[config.mk]
export PLATFORM = sky130hd
export DESIGN_NAME = rs_issue_scheduler
export DESIGN_NICKNAME = d
export VERILOG_FILES = /design/src/rtl/rs_issue_scheduler_pkg.sv /design/src/rtl/rs_issue_scheduler_rr_arbiter.sv /design/src/rtl/rs_issue_scheduler.sv
export SDC_FILE = /design/constraint.sdc
export NUM_CORES = 1
export LEC_CHECK = 0
export ABC_AREA = 1
export BUFFER_PORTS_ARGS = -buffer_cell sky130_fd_sc_hd__buf_4
export CAP_MARGIN = 20
export CELL_PAD_IN_SITES_DETAIL_PLACEMENT = 1
export CELL_PAD_IN_SITES_GLOBAL_PLACEMENT = 1
export CORE_MARGIN = 2
export CORE_UTILIZATION = 39
export CTS_CLUSTER_DIAMETER = 80
export DETAILED_ROUTE_END_ITERATION = 10
export GPL_TIMING_DRIVEN = 0
export PLACE_DENSITY = 0.95
export SLEW_MARGIN = 20
export SYNTH_ARGS = -nofsm -noshare
export SYNTH_HDL_FRONTEND = slang
export SYNTH_SLANG_ARGS = --single-unit
[constraint.sdc]
create_clock -name clock -period 3 [get_ports clock]
set_clock_uncertainty 0.1 [all_clocks]
set_input_delay 0.3 -clock clock [delete_from_list [all_inputs] [get_ports clock]]
set_output_delay 0.3 -clock clock [all_outputs]
set_load 0.02 [all_outputs]
[src/rtl/rs_issue_scheduler_pkg.sv]
// Shared sizing and issue-state encoding for the reservation-station scheduler.
package sys_defs;

    localparam int unsigned RS_SIZE  = 4;
    localparam int unsigned RS_IDX_W = $clog2(RS_SIZE);

    typedef enum logic {
        IDLE = 1'b0,
        HOLD = 1'b1
    } ISSUE_STATE;

endpackage

[src/rtl/rs_issue_scheduler_rr_arbiter.sv]
// Rotating-priority arbiter: first requester at or after ptr, wrapping modulo N.
module rr_arbiter #(
    parameter  int unsigned N = 4,
    localparam int unsigned W = $clog2(N)
) (
    input  logic [N-1:0] req,
    input  logic [W-1:0] ptr,
    output logic [N-1:0] grant_onehot,
    output logic [W-1:0] grant_idx,
    output logic         any
);

    int unsigned j;

    always_comb begin
        grant_onehot = '0;
        grant_idx    = '0;
        any          = 1'b0;
        j            = 0;
        for (int unsigned i = 0; i < N; i++) begin
            j = 32'(ptr) + i;
            if (j >= N) j = j - N;
            if (!any && req[W'(j)]) begin
                any                  = 1'b1;
                grant_onehot[W'(j)]  = 1'b1;
                grant_idx            = W'(j);
            end
        end
    end

endmodule

[src/rtl/rs_issue_scheduler.sv]
// RS slot allocator plus round-robin issue FSM with a valid/ready hold toward the FU.
module rs_issue_scheduler
    import sys_defs::ISSUE_STATE, sys_defs::IDLE, sys_defs::HOLD;
#(
    parameter  int unsigned RS_SIZE = sys_defs::RS_SIZE,
    localparam int unsigned IDX_W   = $clog2(RS_SIZE),
    localparam int unsigned CNT_W   = $clog2(RS_SIZE + 1)
) (
    input  logic               clock,
    input  logic               reset,
    input  logic [RS_SIZE-1:0] entry_busy,
    input  logic [RS_SIZE-1:0] entry_ready,
    input  logic               dispatch_valid,
    input  logic               fu_ready,
    input  logic               squash,
    output logic [RS_SIZE-1:0] entry_enable,
    output logic [RS_SIZE-1:0] entry_clear,
    output logic               issue_valid,
    output logic [IDX_W-1:0]   issue_idx,
    output logic               rs_full,
    output logic               dispatch_stall,
    output logic [CNT_W-1:0]   free_count
);

    ISSUE_STATE         state, state_d;
    logic [IDX_W-1:0]   rr_ptr, ptr_d, idx_d, grant_idx;
    logic [RS_SIZE-1:0] issue_oh, oh_d, grant_onehot, cand, fire_mask, clear_c;
    logic               fire, grant_any, alloc_gate, alloc_found;

    // Reset also suppresses fire so a mid-HOLD reset never produces a clear.
    assign fire      = issue_valid & fu_ready & ~squash & ~reset;
    assign fire_mask = fire ? issue_oh : '0;
    assign cand      = entry_busy & entry_ready & ~fire_mask;

    rr_arbiter #(.N(RS_SIZE)) u_arb (
        .req          (cand),
        .ptr          (rr_ptr),
        .grant_onehot (grant_onehot),
        .grant_idx    (grant_idx),
        .any          (grant_any)
    );

    always_ff @(posedge clock) begin
        if (reset) begin
            state       <= IDLE;
            issue_valid <= 1'b0;
            issue_idx   <= '0;
            issue_oh    <= '0;
            rr_ptr      <= '0;
        end else begin
            state       <= state_d;
            issue_valid <= (state_d == HOLD);
            issue_idx   <= idx_d;
            issue_oh    <= oh_d;
            rr_ptr      <= ptr_d;
        end
    end

    always_comb begin
        state_d = state;
        idx_d   = issue_idx;
        oh_d    = issue_oh;
        ptr_d   = rr_ptr;
        clear_c = '0;
        if (squash) begin
            clear_c = '1;
            state_d = IDLE;
            ptr_d   = '0;
        end else begin
            if (fire) clear_c = issue_oh;
            case (state)
                IDLE: begin
                    if (grant_any) begin
                        state_d = HOLD;
                        idx_d   = grant_idx;
                        oh_d    = grant_onehot;
                        ptr_d   = (grant_idx == IDX_W'(RS_SIZE - 1)) ? '0 : grant_idx + IDX_W'(1);
                    end
                end
                HOLD: begin
                    // Re-grant in the fire cycle so back-to-back issue has no bubble.
                    if (fire) begin
                        if (grant_any) begin
                            idx_d = grant_idx;
                            oh_d  = grant_onehot;
                            ptr_d = (grant_idx == IDX_W'(RS_SIZE - 1)) ? '0 : grant_idx + IDX_W'(1);
                        end else begin
                            state_d = IDLE;
                        end
                    end
                end
            endcase
        end
    end

    assign entry_clear = reset ? '0 : clear_c;

    // Lowest-index free slot; a firing entry is still busy this cycle so it is never picked.
    assign alloc_gate = dispatch_valid & ~squash & ~reset;
    always_comb begin
        entry_enable = '0;
        alloc_found  = 1'b0;
        for (int unsigned i = 0; i < RS_SIZE; i++) begin
            if (!alloc_found && !entry_busy[i]) begin
                entry_enable[i] = alloc_gate;
                alloc_found     = 1'b1;
            end
        end
    end

    always_comb begin
        free_count = '0;
        for (int unsigned i = 0; i < RS_SIZE; i++) begin
            if (!entry_busy[i]) free_count = free_count + CNT_W'(1);
        end
    end

    assign rs_full        = &entry_busy;
    assign dispatch_stall = dispatch_valid & (rs_full | squash);

endmodule

==> impl_metrics.tcl <==
set metrics [dict create \
    status "finished clean" \
    die_w_um 57.71 \
    grt_pass1_vias 1346 \
    ctsHoldBuffers 0 \
    async_flop_share_pct 0 \
    synthAdderAreaFrac_pct 10.01 \
    ys_ff_latch 9 \
    clkLatencyLatePin_ps 260 \
    cp_cell_sequence "inv_1 -> ha_1 -> inv_1 -> nand3_1 -> nand2_2 -> nand2_1 -> nor2_2 -> nand2_1 -> clkinv_1 -> nand2_1 -> nand2_1 -> nor2_1 -> nor2_1" \
    initial_core_util_pct 40.79 \
    grt_pass1_wl_mm 5.927 \
    avgSynthCellArea_um2 6.355 \
    ant_nets 0 \
    crit_top_cell "nand2_1" \
    p_int_mw 0.4472 \
    r2r-start "rr_ptr[1]$_SDFFE_PP0P_" \
    cts_buffers 3 \
    path_class "reg -> reg" \
    cts_max_level 1 \
    synth_top_family_by_area "simple AND/OR/NAND/NOR gates" \
    final_nets 231 \
    track_usage_pct 22.39 \
    dieArea_um2 3330 \
    r2r_slack_ps 630 \
    fp-row-count 19 \
    power_switching_mw 0.5571 \
    drt_iter0_markers 9 \
    required_ps 3050 \
    crit_path_start_kind "flop" \
    maxCapViolCount 0 \
    cp_max_fo 8 \
    power_density_nw_per_um2 721.2 \
    grt_max_degree 11 \
    max_slew.worst_pin.slew_ps 429.6 \
    hpwl_mm 2.973 \
    ys_types 28 \
    drive_gt1_share_pct 26.92 \
    reg2reg_to "issue_oh[2]$_SDFFE_PP0P_" \
    synth_compound_area_share_pct 14.13 \
    syn_nets 199 \
    port_buffers 27 \
    placed_cells 235 \
    hold_end "issue_idx[0]$_SDFFE_PP0P_" \
    ir_worst_vdd_mv 0.4699 \
    maxSlewViolCount 0 \
    post_dp_cell_area_um2 1366 \
    arrival_ps 2410 \
    ctsResizeCount 0 \
    holdWs_ps 335.8 \
    die_y_um 57.71 \
    power.sequential.fraction_pct 20.7 \
    cpPeakStageDelay_ps 530 \
    synthSimpleGateAreaFrac_pct 48.39 \
    swShare_pct 55.47 \
    synth_area_um2 1125 \
    timing_hold_violations_final 0 \
    yosysSeqAreaShare_pct 16.02 \
    vias 1288 \
    drcViolationCount 0 \
    relSlewSlack_pct 71.32 \
    root_buffer "clkbuf_4" \
    finalSetupTns_ps 0 \
    finalPower_mw 1.004 \
    whs_path_depth 4 \
    synth_xor_area_share_pct 2.336 \
    antenna_found_initial 0 \
    critPathCaptureType "flop" \
    detailedPlace.worstSlack_ps 645.6 \
    finalCoreUtilization_pct 50.50 \
    clockBufferDepth 2 \
    synth_cells 177 \
    yosysWarnings 0 \
    leakagePower_nw 0.7314 \
    ff2ff_path_depth 13 \
    viasPerCell 5.389 \
    routabilityCongestion 0.8606 \
    rsz0062_at_grt "no" \
    fin_cells 239 \
    period_minus_slack_ps 2367 \
    grt-ovfl-total 0 \
    drt-total-wl_mm 3.487 \
    clk_pin_slew_worst_paths_ps 60 \
    io_pins 29 \
    crit_slowest_cell "dfxtp_1" \
    wire_per_inst_um 14.59 \
    pwr-share-clk_pct 9.4 \
    diodes 0 \
    max_freq_mhz 422.5 \
    synth-edff-count 0 \
    power_frac_comb_pct 69.8 \
    synth_ff_type "dfxtp_1" \
    muxShareOfSynthArea_pct 0 \
    hold_path.class "in -> reg" \
    clkSinkCount 9 \
    core_area_um2 2758 \
    post-route-period-util_pct 78.90 \
    area_delta_synth_final_pct 23.80 \
    fin_area_um2 1393 \
    firstDrtPassIters 4 \
    fin_ws_ps 633.1 \
    cts_tree "done" \
    min_from "squash" \
    postCtsSetupBuffers 0 \
    setup_viol 0 \
]
-- logic make-up (layout without fill, tap and decap cells) --
group                      count (synthesis)  after routing
and+or+nand+nor                          101            101
AOI/OAI and AO/OA                         28             28
buffers and inverters                     27             58
adders and majority gates                  9              9
DFF                                        9              9
xor gates and xnor gates                   3              3
-- layer usage --
metal  vias to the layer above  track usage, %  wire length [um]
met5                         -               0                 0
met4                         0           3.654                 6
met3                         2           2.902                96
met2                        25           42.05              1852
met1                       619           27.43              1533
li1                        642               -                 -
-- final cells by class --
class	instances	area [um2]
multi-input cells	141	842.1
clock buffers	4	26.28
plain buffers	1	5.005
well taps	31	38.79
inverters	26	97.59
flip-flops and latches	9	180.2
fillers	383	1365
repair buffers	27	202.7
-- power groups by stage --
stage / clock network (mW) / registers [mW] / logic [mW]
after floorplan: 0 / 0.213 / 0.504
after global placement: 0 / 0.204 / 0.655
after detailed placement: 0 / 0.209 / 0.701
after CTS: 0.0964 / 0.207 / 0.705
after global routing: 0.101 / 0.213 / 0.781
final: 0.0949 / 0.208 / 0.701
-- Yosys cell counts (2+ instances only) --
master / instances / share of area, %
xor2_1: 2 / 1.6
nor2_2: 3 / 1.7
nand2_2: 3 / 1.7
inv_2: 4 / 1.3
dfxtp_1: 9 / 16
nand2_1: 46 / 15
clkinv_1: 2 / 0.67
ha_1: 9 / 10
nand3_2: 8 / 7.1
o21ai_0: 5 / 2.2
inv_1: 20 / 6.7
o21ai_1: 7 / 3.1
nand3_4: 3 / 4.7
nor2_1: 15 / 5.0
a21oi_1: 12 / 5.3
nand3_1: 17 / 7.6
-- how the worst max path moves through the flow --
stage	slack (ps)	to	start
2_1_floorplan	1030	issue_oh[0]$_SDFFE_PP0P_	rr_ptr[1]$_SDFFE_PP0P_
5_1_grt	480	rr_ptr[1]$_SDFFE_PP0P_	flop
3_5_place_dp	650	issue_oh[2]$_SDFFE_PP0P_	rr_ptr[1]$_SDFFE_PP0P_
3_3_place_gp	780	issue_oh[0]$_SDFFE_PP0P_	rr_ptr[1]$_SDFFE_PP0P_
6_report	630	issue_oh[2]$_SDFFE_PP0P_	rr_ptr[1]$_SDFFE_PP0P_
4_1_cts	630	issue_oh[2]$_SDFFE_PP0P_	rr_ptr[1]$_SDFFE_PP0P_
-- placed cells by master (no fill, tap or decap) --
cell type and count:
nor4_1 1, nand3_1 17, nand3_4 3, nand2_4 1, nand2_1 46, nand2_8 1
clkinv_1 2, o21ai_1 7, inv_1 20, ha_1 9, a21oi_1 12, nand3_2 8
nor3_1 1, o21ai_4 1, xnor2_1 1, dfxtp_1 9, a311oi_1 1, nor2_1 15
clkbuf_1 1, nand2_2 3, nand4_1 1, a21boi_0 1, inv_2 4, nor2_4 1
buf_2 1, nor2_2 3, buf_4 27, o22ai_1 1, xor2_1 2, clkbuf_4 3
o21ai_0 5
-- critical path, delay by kind of cell, from the launching register on --
| kind | cells | cell delay (ps) |
|---|---|---|
| flip-flops | 1 | 530 |
| adder cells (fa/ha/maj) | 1 | 400 |
| buffers and inverters | 3 | 430 |
| AND/OR/NAND/NOR | 9 | 810 |
No activity file was read; power rests on OpenSTA's default activity.
